### src/rtl/tv80_reg_dump_pkg.sv
// Shared definitions for the TV80 register-file dump engine.
package tv80_reg_dump_pkg;

    typedef enum logic [2:0] {
        ST_IDLE    = 3'd0,
        ST_CAPTURE = 3'd1,
        ST_SEND_A  = 3'd2,
        ST_SEND_B  = 3'd3,
        ST_DONE    = 3'd4
    } state_e;

endpackage

### src/rtl/tv80_reg_dump.sv
// Stalls the core and streams every register pair, one byte per transfer,
// over a valid/ready interface using the register file's third read port.
module tv80_reg_dump
    import tv80_reg_dump_pkg::*;
#(
    parameter int unsigned NUM_PAIRS  = 8,
    parameter int unsigned ADDR_W     = 3,
    parameter bit          HIGH_FIRST = 1'b1
) (
    input  logic              clk,
    input  logic              reset_n,
    input  logic              start,
    input  logic              abort,
    output logic              busy,
    output logic              done,
    output logic              cpu_hold,
    output logic [ADDR_W-1:0] reg_addr,
    input  logic [7:0]        reg_doh,
    input  logic [7:0]        reg_dol,
    output logic [7:0]        tx_data,
    output logic              tx_valid,
    input  logic              tx_ready,
    output logic              tx_last
);

    localparam logic [ADDR_W-1:0] LAST_PAIR = ADDR_W'(NUM_PAIRS - 1);

    state_e            state_q, state_d;
    logic [ADDR_W-1:0] cnt_q, cnt_d;
    logic [7:0]        sh_h_q, sh_h_d;
    logic [7:0]        sh_l_q, sh_l_d;
    logic              is_last;
    logic              xfer;

    assign is_last = (cnt_q == LAST_PAIR);
    assign xfer    = tx_ready && ((state_q == ST_SEND_A) || (state_q == ST_SEND_B));

    always_ff @(posedge clk) begin
        if (!reset_n) begin
            state_q <= ST_IDLE;
            cnt_q   <= '0;
            sh_h_q  <= '0;
            sh_l_q  <= '0;
        end else begin
            state_q <= state_d;
            cnt_q   <= cnt_d;
            sh_h_q  <= sh_h_d;
            sh_l_q  <= sh_l_d;
        end
    end

    // abort overrides everything, including a transfer in the same cycle
    always_comb begin
        state_d = state_q;
        cnt_d   = cnt_q;
        sh_h_d  = sh_h_q;
        sh_l_d  = sh_l_q;
        if (abort) begin
            state_d = ST_IDLE;
            cnt_d   = '0;
        end else begin
            case (state_q)
                ST_IDLE: begin
                    if (start) begin
                        state_d = ST_CAPTURE;
                        cnt_d   = '0;
                    end
                end
                ST_CAPTURE: begin
                    sh_h_d  = reg_doh;
                    sh_l_d  = reg_dol;
                    state_d = ST_SEND_A;
                end
                ST_SEND_A: begin
                    if (xfer) state_d = ST_SEND_B;
                end
                ST_SEND_B: begin
                    if (xfer) begin
                        if (is_last) begin
                            state_d = ST_DONE;
                        end else begin
                            cnt_d   = cnt_q + 1'b1;
                            state_d = ST_CAPTURE;
                        end
                    end
                end
                ST_DONE: state_d = ST_IDLE;
                default: state_d = ST_IDLE;
            endcase
        end
    end

    always_comb begin
        reg_addr = '0;
        tx_data  = '0;
        tx_valid = 1'b0;
        tx_last  = 1'b0;
        busy     = 1'b0;
        done     = 1'b0;
        case (state_q)
            ST_CAPTURE: begin
                busy     = 1'b1;
                reg_addr = cnt_q;
            end
            ST_SEND_A: begin
                busy     = 1'b1;
                tx_valid = 1'b1;
                tx_data  = HIGH_FIRST ? sh_h_q : sh_l_q;
            end
            ST_SEND_B: begin
                busy     = 1'b1;
                tx_valid = 1'b1;
                tx_data  = HIGH_FIRST ? sh_l_q : sh_h_q;
                tx_last  = is_last;
            end
            ST_DONE: done = 1'b1;
            default: ;
        endcase
    end

    assign cpu_hold = busy;

endmodule

### config.mk
export PLATFORM = sky130hd
export DESIGN_NAME = tv80_reg_dump
export DESIGN_NICKNAME = d
export VERILOG_FILES = /design/src/rtl/tv80_reg_dump_pkg.sv /design/src/rtl/tv80_reg_dump.sv
export SDC_FILE = /design/constraint.sdc
export NUM_CORES = 1
export LEC_CHECK = 0
export ABC_AREA = 1
export BUFFER_PORTS_ARGS = -buffer_cell sky130_fd_sc_hd__buf_2
export CORE_MARGIN = 1.5
export CORE_UTILIZATION = 47
export DETAILED_ROUTE_END_ITERATION = 8
export PLACE_DENSITY = 0.77
export SETUP_SLACK_MARGIN = 0.4
export SLEW_MARGIN = 15
export SYNTH_ARGS = -nofsm -noshare
export SYNTH_HDL_FRONTEND = slang
export SYNTH_SLANG_ARGS = --single-unit
### constraint.sdc
create_clock -name clk -period 1.46 [get_ports clk]
set_input_delay 0.292 -clock clk [delete_from_list [all_inputs] [get_ports clk]]
set_output_delay 0.292 -clock clk [all_outputs]
set_load 0.02 [all_outputs]
==> results.txt, run 1 <==
final max-slew violation count = 0
xor/xnor cell area share of the yosys netlist = 0%
pwr dens = 693.5 nW/µm²
Cells after Synth = 143
failing checks = negative setup slack
clk_skew = 0.006126 ns
GRT overflow = 0
antenna violations before repair = 0
Root Driver = clkbuf_4
layout cells sized above 1 = 56.19%
peak per-stage delay on the critical path = 0.39 ns
part of the cycle the worst path needs = 120.0%
Die Wd = 49.38 µm
number of DRC markers in iteration 0 = 26
Post-synth top flop = dfxtp_1
RSZ-0062 raised after global routing = yes
core footprint = 2002 µm²
vias per cell = 5.643
via count of the routed design = 1247
number of port buffers = 36
Crit Path Max Fanout = 10
CP max stage cell = dfxtp_4
DRC errors left = 0
Routed Antenna Nets = 0
top cells by area, synth = dfxtp_1, inv_1, a21oi_1
CP arrival = 1.46 ns
Critical path buffers and inverters = 3
Post-Syn Area = 1011 µm²
Synth area leader = dfxtp_1
clock buffer count from CTS = 3
Max Cap Viol = 0
total die area = 2438 µm²
leakage = 0.7217 nW
critical path type = flop to primary output
Hold WC Path Type = input pin to flop
Slew @ Worst Pin = 0.5028 ns
CTS clk-pin slew, worst paths = 0.12 ns
post-route design area = 1787 µm²
most frequent cell after synthesis = inv_1
Synth top cells by count = inv_1, dfxtp_1, a21oi_1, nand2_1, nor2_1
sequential fraction of the synthesis area = 43.56%
Placed Area = 1376 µm²
Final Total Pwr = 1.239 mW
Fmax = 570.5 MHz
Total GRT Usage = 25.66%
Post-CTS Hold Fix Bufs = 0
simple-gate share of the synthesized area = 18.32%
Synth Net Count = 166
Synth Area in Compound Gates = 21.91%
Tmin final = 1.753 ns
Largest delay share family, worst path = flip-flops
GP Congestion = 0.8558
row cnt = 16
top cell type's share of synthesized area = 43.56%
Worst EP required = 1.17 ns
TritonCTS clock tree = yes
largest family of logic cells by synthesized area = compound AO/OA/AOI/OAI gates
largest net degree at the start of global routing = 33
endpoints failing setup = 19
CP cell instances = buf_4, nand2_2, nor2_4, inv_8, o22ai_4, buf_6
die height = 49.38 µm
CTS H-tree lvls = 1
Async SR Flop Fraction = 0%
Ports = 37
library cells used by synthesis = 20
Post-Syn Area per Cell = 7.070 µm²
Peak VDD IR = 0.7728 mV
Max Root-Sink Buffers = 2
multiplexer area fraction after synthesis = 0%
# clock sinks = 22
Max-Slew Margin vs Limit = 66.48%
n_diodes = 0
setup slack, reg-to-reg = -0.11 ns
critical path capture point type = primary output
number of synthesized register bits = 22
Routed Wire Length = 3.761 mm
setup ws final = -0.2927 ns
final HPWL from detailed placement = 1.790 mm
first-pass GRT wire length = 4.788 mm
YS warnings = 0
Area growth, synth to finish = 76.73%
vias in the first global route = 1118
EDFF count, synth = 0
startpoint types = flop
clk_lat worst skew = 0.31 ns
post-synthesis adder-cell area fraction = 2.475%
status = finished, violations left
Initial Utilization = 50.50%
Initial DRT Pass Iterations = 4
Final Hold Vio Count = 0
final net count = 218
WL/cell = 17.02 µm
## worst min-delay path: cells and delay by family
family                 cells  cell delay [ns]
AOI/OAI and AO/OA          2             0.13
buffers and inverters      1             0.08
## registers in the layout, indices dropped and copies added (netlist names)
name and count:
cnt_q 3, sh_h_q 8, sh_l_q 8, state_q 3
## area by class of cell
type                    instances  area (µm²)
clock buffers                   4       36.28
flip-flops and latches         22       451.7
inverters                      30       127.6
multi-input cells              87       708.2
well taps                      27       33.78
repair buffers                 51       429.2
fillers                        88       215.2
## power breakdown
part	internal, mW	switching (mW)
Combinational	0.108	0.154
Sequential	0.622	0.0167
Clock	0.152	0.186
Total	0.882	0.357
## what timing repair did
item | CTS | global route
setup endpoints to repair | 37 | 38
cloned | 1 | 2
gates resized for setup | 56 | 9
setup buffers | 8 | 4
pin swaps | 22 | 6
## metrics by stage
stage	TNS (ns)	setup WS, ns	hold slack (ns)	cells	util (%)
detailed placement	0	0.09668	0.4990	202	68.75
global placement	0	0.1118	0.4963	202	68.75
global route	-4.324	-0.3506	0.2380	221	89.25
finish	-3.176	-0.2927	0.2331	221	89.25
floorplan	0	0.2590	0.4304	143	-
CTS	-1.715	-0.1846	0.2286	215	83.31
## kinds of logic (layout without fill, tap and decap cells)
logic type	Yosys count	in the layout
compound gates	42	42
simple gates	42	43
buf+inv	35	85
flops	22	22
fa+ha+maj	2	2
## routing by layer
metal | routed length, µm | global-route usage, %
met5 | 0 | 0
met4 | 169 | 9.259
met3 | 254 | 4.294
met2 | 1894 | 45.72
met1 | 1443 | 30.83
## placed cells by master, fill, tap and decap left out, drive strengths merged
cell type	synthesis	routed
a21oi	17	17
dfxtp	22	22
buf	4	49
inv	30	30
o22ai	8	8
nor3	1	1
nand2	17	18
nand4	2	2
nor2	17	17
ha	2	2
a31oi	1	1
o21ai	16	16
nand3	5	5
clkbuf	1	6
## worst paths after layout
kind                                 start          to  depth (start not counted)
worst max-delay path            state_q[1]  tx_data[2]                          6
worst min-delay path            reg_doh[0]   sh_h_q[0]                          3
worst max register to register  state_q[1]    cnt_q[2]                         12
worst min register to register   sh_h_q[1]   sh_h_q[1]                          2
Note: power is estimated with default switching activity, not from simulation.
==> run 2, diff against run 1 <==
clock period = 2 ns   (was 1.46 ns; I/O delays follow)
==> run 2 against run 1 <==
Compared with the run above:
- highest routed layer unchanged
- combinational power fell by 44%
- largest cell class unchanged
- design area down 12%
- critical path depth unchanged
- via count is 14% lower
- the flow now finishes without violations
==> results.txt, run 2 (synthesized netlist as in run 1, its figures left out) <==
Worst EP required = 1.60 ns
total die area = 2438 µm²
Tmin final = 1.759 ns
via count of the routed design = 1071
CTS H-tree lvls = 1
leakage = 0.6509 nW
clock power share = 35.8%
Peak VDD IR = 0.7274 mV
Max-Slew Margin vs Limit = 80.28%
die height = 49.38 µm
critical path capture point type = primary output
Root Driver = clkbuf_4
Placed Instances = 202
most frequent cells in the layout = inv_1, buf_2, dfxtp_1
DRC errors left = 0
Setup WS pre-CTS = 0.4819 ns
row cnt = 16
setup ws final = 0.2411 ns
clk_lat worst skew = 0.31 ns
Largest regs = sh_h_q (8), sh_l_q (8)
first-pass GRT wire length = 4.305 mm
Initial DRT Pass Iterations = 4
critical path type = flop to primary output
startpoint types = flop
GRT overflow = 0
Total GRT Usage = 22.48%
Max Root-Sink Buffers = 2
final HPWL from detailed placement = 1.514 mm
Ports = 37
core footprint = 2002 µm²
vias per cell = 4.958
part of the cycle the worst path needs = 87.95%
Int Pwr = 0.7199 mW
vias in the first global route = 1048
clk_skew = 0.007399 ns
Final Hold Vio Count = 0
CTS clk-pin slew, worst paths = 0.13 ns
Fmax = 568.5 MHz
status = complete, no violations
clock buffer count from CTS = 3
# clock sinks = 22
most common cell after layout, fill and taps aside = inv_1
GP Congestion = 0.7625
Fin Setup TNS = 0 ns
Post-CTS Hold Fix Bufs = 0
TritonCTS clock tree = yes
Crit Path Max Fanout = 5
pwr dens = 607.2 nW/µm²
RSZ-0062 raised after global routing = yes
Hold WC Path Type = input pin to flop
CP arrival = 1.36 ns
final net count = 213
Initial Utilization = 50.50%
Slew @ Worst Pin = 0.2959 ns
Routed Antenna Nets = 0
Area growth, synth to finish = 55.20%
number of DRC markers in iteration 0 = 22
Gate power share = 15.4%
n_diodes = 0
endpoints failing setup = 0
share of power burned in registers = 48.8%
Sw Ratio = 24.43%
layout cells sized above 1 = 42.86%
Die Wd = 49.38 µm
Switch Pwr = 0.2327 mW
Post-Layout Cell Count = 216
largest net degree at the start of global routing = 33
Routed Wire Length = 2.620 mm
Max Cap Viol = 0
final max-slew violation count = 0
antenna violations before repair = 0
number of port buffers = 36
WL/cell = 12.13 µm
==> run 2: changes by cell type in the layout (fill, tap and decap cells not counted), moves of 4 or more <==
cell / change
buf_4: +5
o22ai_4: -4
buf_6: -5
o21ai_1: +14
o21ai_2: -16
==> run 2: metal layers <==
metal	vias up	track usage [%]	share of wire (%)
li1	554	-	-
met1	485	25.58	43
met2	28	41.89	51
met3	4	4.294	4.0
met4	0	6.944	1.5
met5	-	0	0
==> run 2: worst paths after layout <==
| kind | from | end | slack (ns) | cells past startpoint |
|---|---|---|---|---|
| min reg2reg | sh_l_q[0] | sh_l_q[0] | 0.47 | 2 |
| max | state_q[1] | tx_data[3] | 0.24 | 6 |
| max reg2reg | state_q[0] | cnt_q[0] | 0.60 | 11 |
| min | reg_dol[4] | sh_l_q[4] | 0.35 | 3 |
==> run 2: power by group through the flow <==
stage	sequential (mW)	combinational [mW]	clock [mW]
6_report	0.464	0.147	0.341
5_1_grt	0.467	0.163	0.361
2_1_floorplan	0.472	0.0753	0
3_3_place_gp	0.474	0.106	0
3_5_place_dp	0.474	0.109	0
4_1_cts	0.464	0.129	0.344
==> run 2: what timing repair did <==
item                       4_1_cts  5_1_grt
setup buffers                    9        1
resized for setup               38       25
setup endpoints to repair       13       16
pin swaps                        2        3
==> run 2: final cells by class <==
| type | count | area [µm²] |
|---|---|---|
| multi-input combinational | 86 | 564.3 |
| sequential | 22 | 447.9 |
| fill | 138 | 432.9 |
| timing repair buffer | 47 | 350.3 |
| inverter | 30 | 120.1 |
| tap | 27 | 33.78 |
| clock inverter | 1 | 30.03 |
| clock buffer | 3 | 22.52 |
==> run 2: stage by stage <==
stage          power [mW]  util, %  hold WS (ns)  area [µm²]
2_1_floorplan      0.5478        -        0.4297        1011
3_3_place_gp       0.5794    60.25        0.4409        1206
3_5_place_dp       0.5829    60.25        0.4434        1206
4_1_cts            0.9366    73.19        0.3502        1465
5_1_grt            0.9908    78.38        0.3592        1569
6_report           0.9526    78.38        0.3452        1569
==> run 2: worst max-delay path, stage by stage (launching register included) <==
cell,delay [ns]
dfxtp_2,0.37
inv_2,0.06
nor2_4,0.08
nand2_2,0.09
buf_12,0.15
o22ai_2,0.15
buf_6,0.14
==> run 3, diff against run 2 <==
--- a/config.mk
+++ b/config.mk
@@ -13,4 +13,5 @@
 export PLACE_DENSITY = 0.77
 export SETUP_SLACK_MARGIN = 0.4
+export SKIP_CTS_REPAIR_TIMING = 1
 export SLEW_MARGIN = 15
 export SYNTH_ARGS = -nofsm -noshare
==> constraint.sdc (replaced) <==
create_clock -name clk -period 2 [get_ports clk]
set_input_delay 0.6 -clock clk [delete_from_list [all_inputs] [get_ports clk]]
set_output_delay 0.6 -clock clk [all_outputs]
set_load 0.02 [all_outputs]
==> run 3 against run 2 <==
Compared with the run above:
- hold slack improved by 0.12 ns
- die area unchanged
- clock skew is 0.00097 ns lower
- clock power down 27%
- critical endpoint unchanged
- global-route usage down 3.2 points
- fmax decreased by 10%
- power down 13%
- design area is 11% lower
==> results.txt, run 3 (synthesized netlist as in run 1, its figures left out) <==
endpoints failing setup = 0
Worst EP required = 1.40 ns
Max Cap Viol = 0
DRC errors left = 0
GP Congestion = 0.8231
via count of the routed design = 1035
WL/cell = 10.99 µm
most frequent cells in the layout = inv_1, buf_2, a21oi_1, dfxtp_1, o21ai_1
wl on met1 = 1.028 mm
vias per cell = 4.952
critical path type = flop to primary output
Peak VDD IR = 0.3989 mV
Sw Ratio = 26.13%
most common cell after layout, fill and taps aside = inv_1
Gate power share = 14.5%
part of the cycle the worst path needs = 98.05%
clk_skew = 0.006426 ns
metal2 WL = 1.130 mm
hold path start = sh_l_q[0]
Layout fillers = 173
Max-Slew Margin vs Limit = 80.36%
Initial DRT Pass Iterations = 4
Reg-to-Reg Start = state_q[1]
pwr dens = 593.7 nW/µm²
Tmin final = 1.961 ns
CTS H-tree lvls = 1
Initial Utilization = 50.50%
vias in the first global route = 920
final max-slew violation count = 0
Post-Layout Cell Count = 209
Setup WS pre-CTS = 0.2649 ns
Routed Wire Length = 2.296 mm
Max Root-Sink Buffers = 2
layout cells sized above 1 = 38.46%
leakage = 0.5966 nW
total die area = 2438 µm²
Placed Instances = 202
die height = 49.38 µm
share of power burned in registers = 55.7%
Total GRT Usage = 19.24%
RSZ-0062 raised after global routing = yes
row cnt = 16
startpoint types = flop
Switch Pwr = 0.2176 mW
Crit Path Max Fanout = 5
critical path capture point type = primary output
final net count = 206
# clock sinks = 22
clock buffer count from CTS = 3
GRT overflow = 0
Root Driver = clkbuf_4
Die Wd = 49.38 µm
Final Total Pwr = 0.8327 mW
Int Pwr = 0.6152 mW
status = complete, no violations
Final Hold Vio Count = 0
Area growth, synth to finish = 38.74%
Top Metal Used = met4
Hold WC Path Type = flop to flop
final HPWL from detailed placement = 1.593 mm
largest net degree at the start of global routing = 33
TritonCTS clock tree = yes
Fmax = 510.0 MHz
CTS clk-pin slew, worst paths = 0.13 ns
CP arrival = 1.36 ns
Critical Path Start = state_q[1]
Routed Antenna Nets = 0
Largest regs = sh_h_q (8), sh_l_q (8)
Slew @ Worst Pin = 0.2946 ns
Ports = 37
number of DRC markers in iteration 0 = 13
first-pass GRT wire length = 3.684 mm
met3 WL = 117 µm
clk_lat worst skew = 0.31 ns
antenna violations before repair = 0
clock power share = 29.8%
n_diodes = 0
core footprint = 2002 µm²
setup ws final = 0.03903 ns
number of port buffers = 36
run 3: cell count changes in the layout (fill, tap and decap cells not counted), moves of 3 or more:
cell and delta:
buf_4 -4, nor2_4 -4, o22ai_1 +3, o22ai_4 -4, buf_6 -5
run 3: routing by layer:
| metal | global-route usage, % | vias to the layer above |
|---|---|---|
| met3 | 3.681 | 4 |
| li1 | - | 543 |
| met1 | 23.80 | 460 |
| met5 | 0 | - |
| met4 | 5.556 | 0 |
| met2 | 33.78 | 28 |
run 3: area by class of cell:
cell class	instances	area, µm²	share of cell area, %
inverter	30	125.1	8.921
sequential	22	454.2	32.38
multi-input combinational	87	499.2	35.59
timing repair buffer	39	254.0	18.11
clock buffer	4	36.28	2.587
tap	27	33.78	2.409
run 3: worst max-delay path, stage by stage (launching register included):
cell	delay (ns)
dfxtp_4	0.41
inv_6	0.04
nor2_4	0.17
nand2_4	0.10
o22ai_1	0.17
buf_4	0.17
run 3: final timing paths:
| kind | end | slack [ns] | cells after the start |
|---|---|---|---|
| min | sh_l_q[0] | 0.46 | 2 |
| min reg2reg | sh_l_q[0] | 0.46 | 2 |
| max reg2reg | sh_l_q[3] | 0.69 | 6 |
| max | tx_data[3] | 0.04 | 5 |
run 3: power groups by stage:
stage	combinational (mW)	clock (mW)	sequential, mW
after global routing	0.138	0.268	0.466
after global placement	0.107	0	0.474
final	0.121	0.248	0.464
after CTS	0.110	0.251	0.464
after floorplan	0.0758	0	0.472
after detailed placement	0.110	0	0.474
run 3: per-stage QoR:
step / hold slack, ns / instance area [µm²] / setup TNS, ns / util [%]
2_1_floorplan: 0.4297 / 1013 / 0 / -
3_3_place_gp: 0.4396 / 1209 / 0 / 60.38
3_5_place_dp: 0.4461 / 1209 / 0 / 60.38
4_1_cts: 0.4665 / 1245 / -0.7057 / 62.19
5_1_grt: 0.4942 / 1403 / -0.1154 / 70.06
6_report: 0.4623 / 1403 / 0 / 70.06
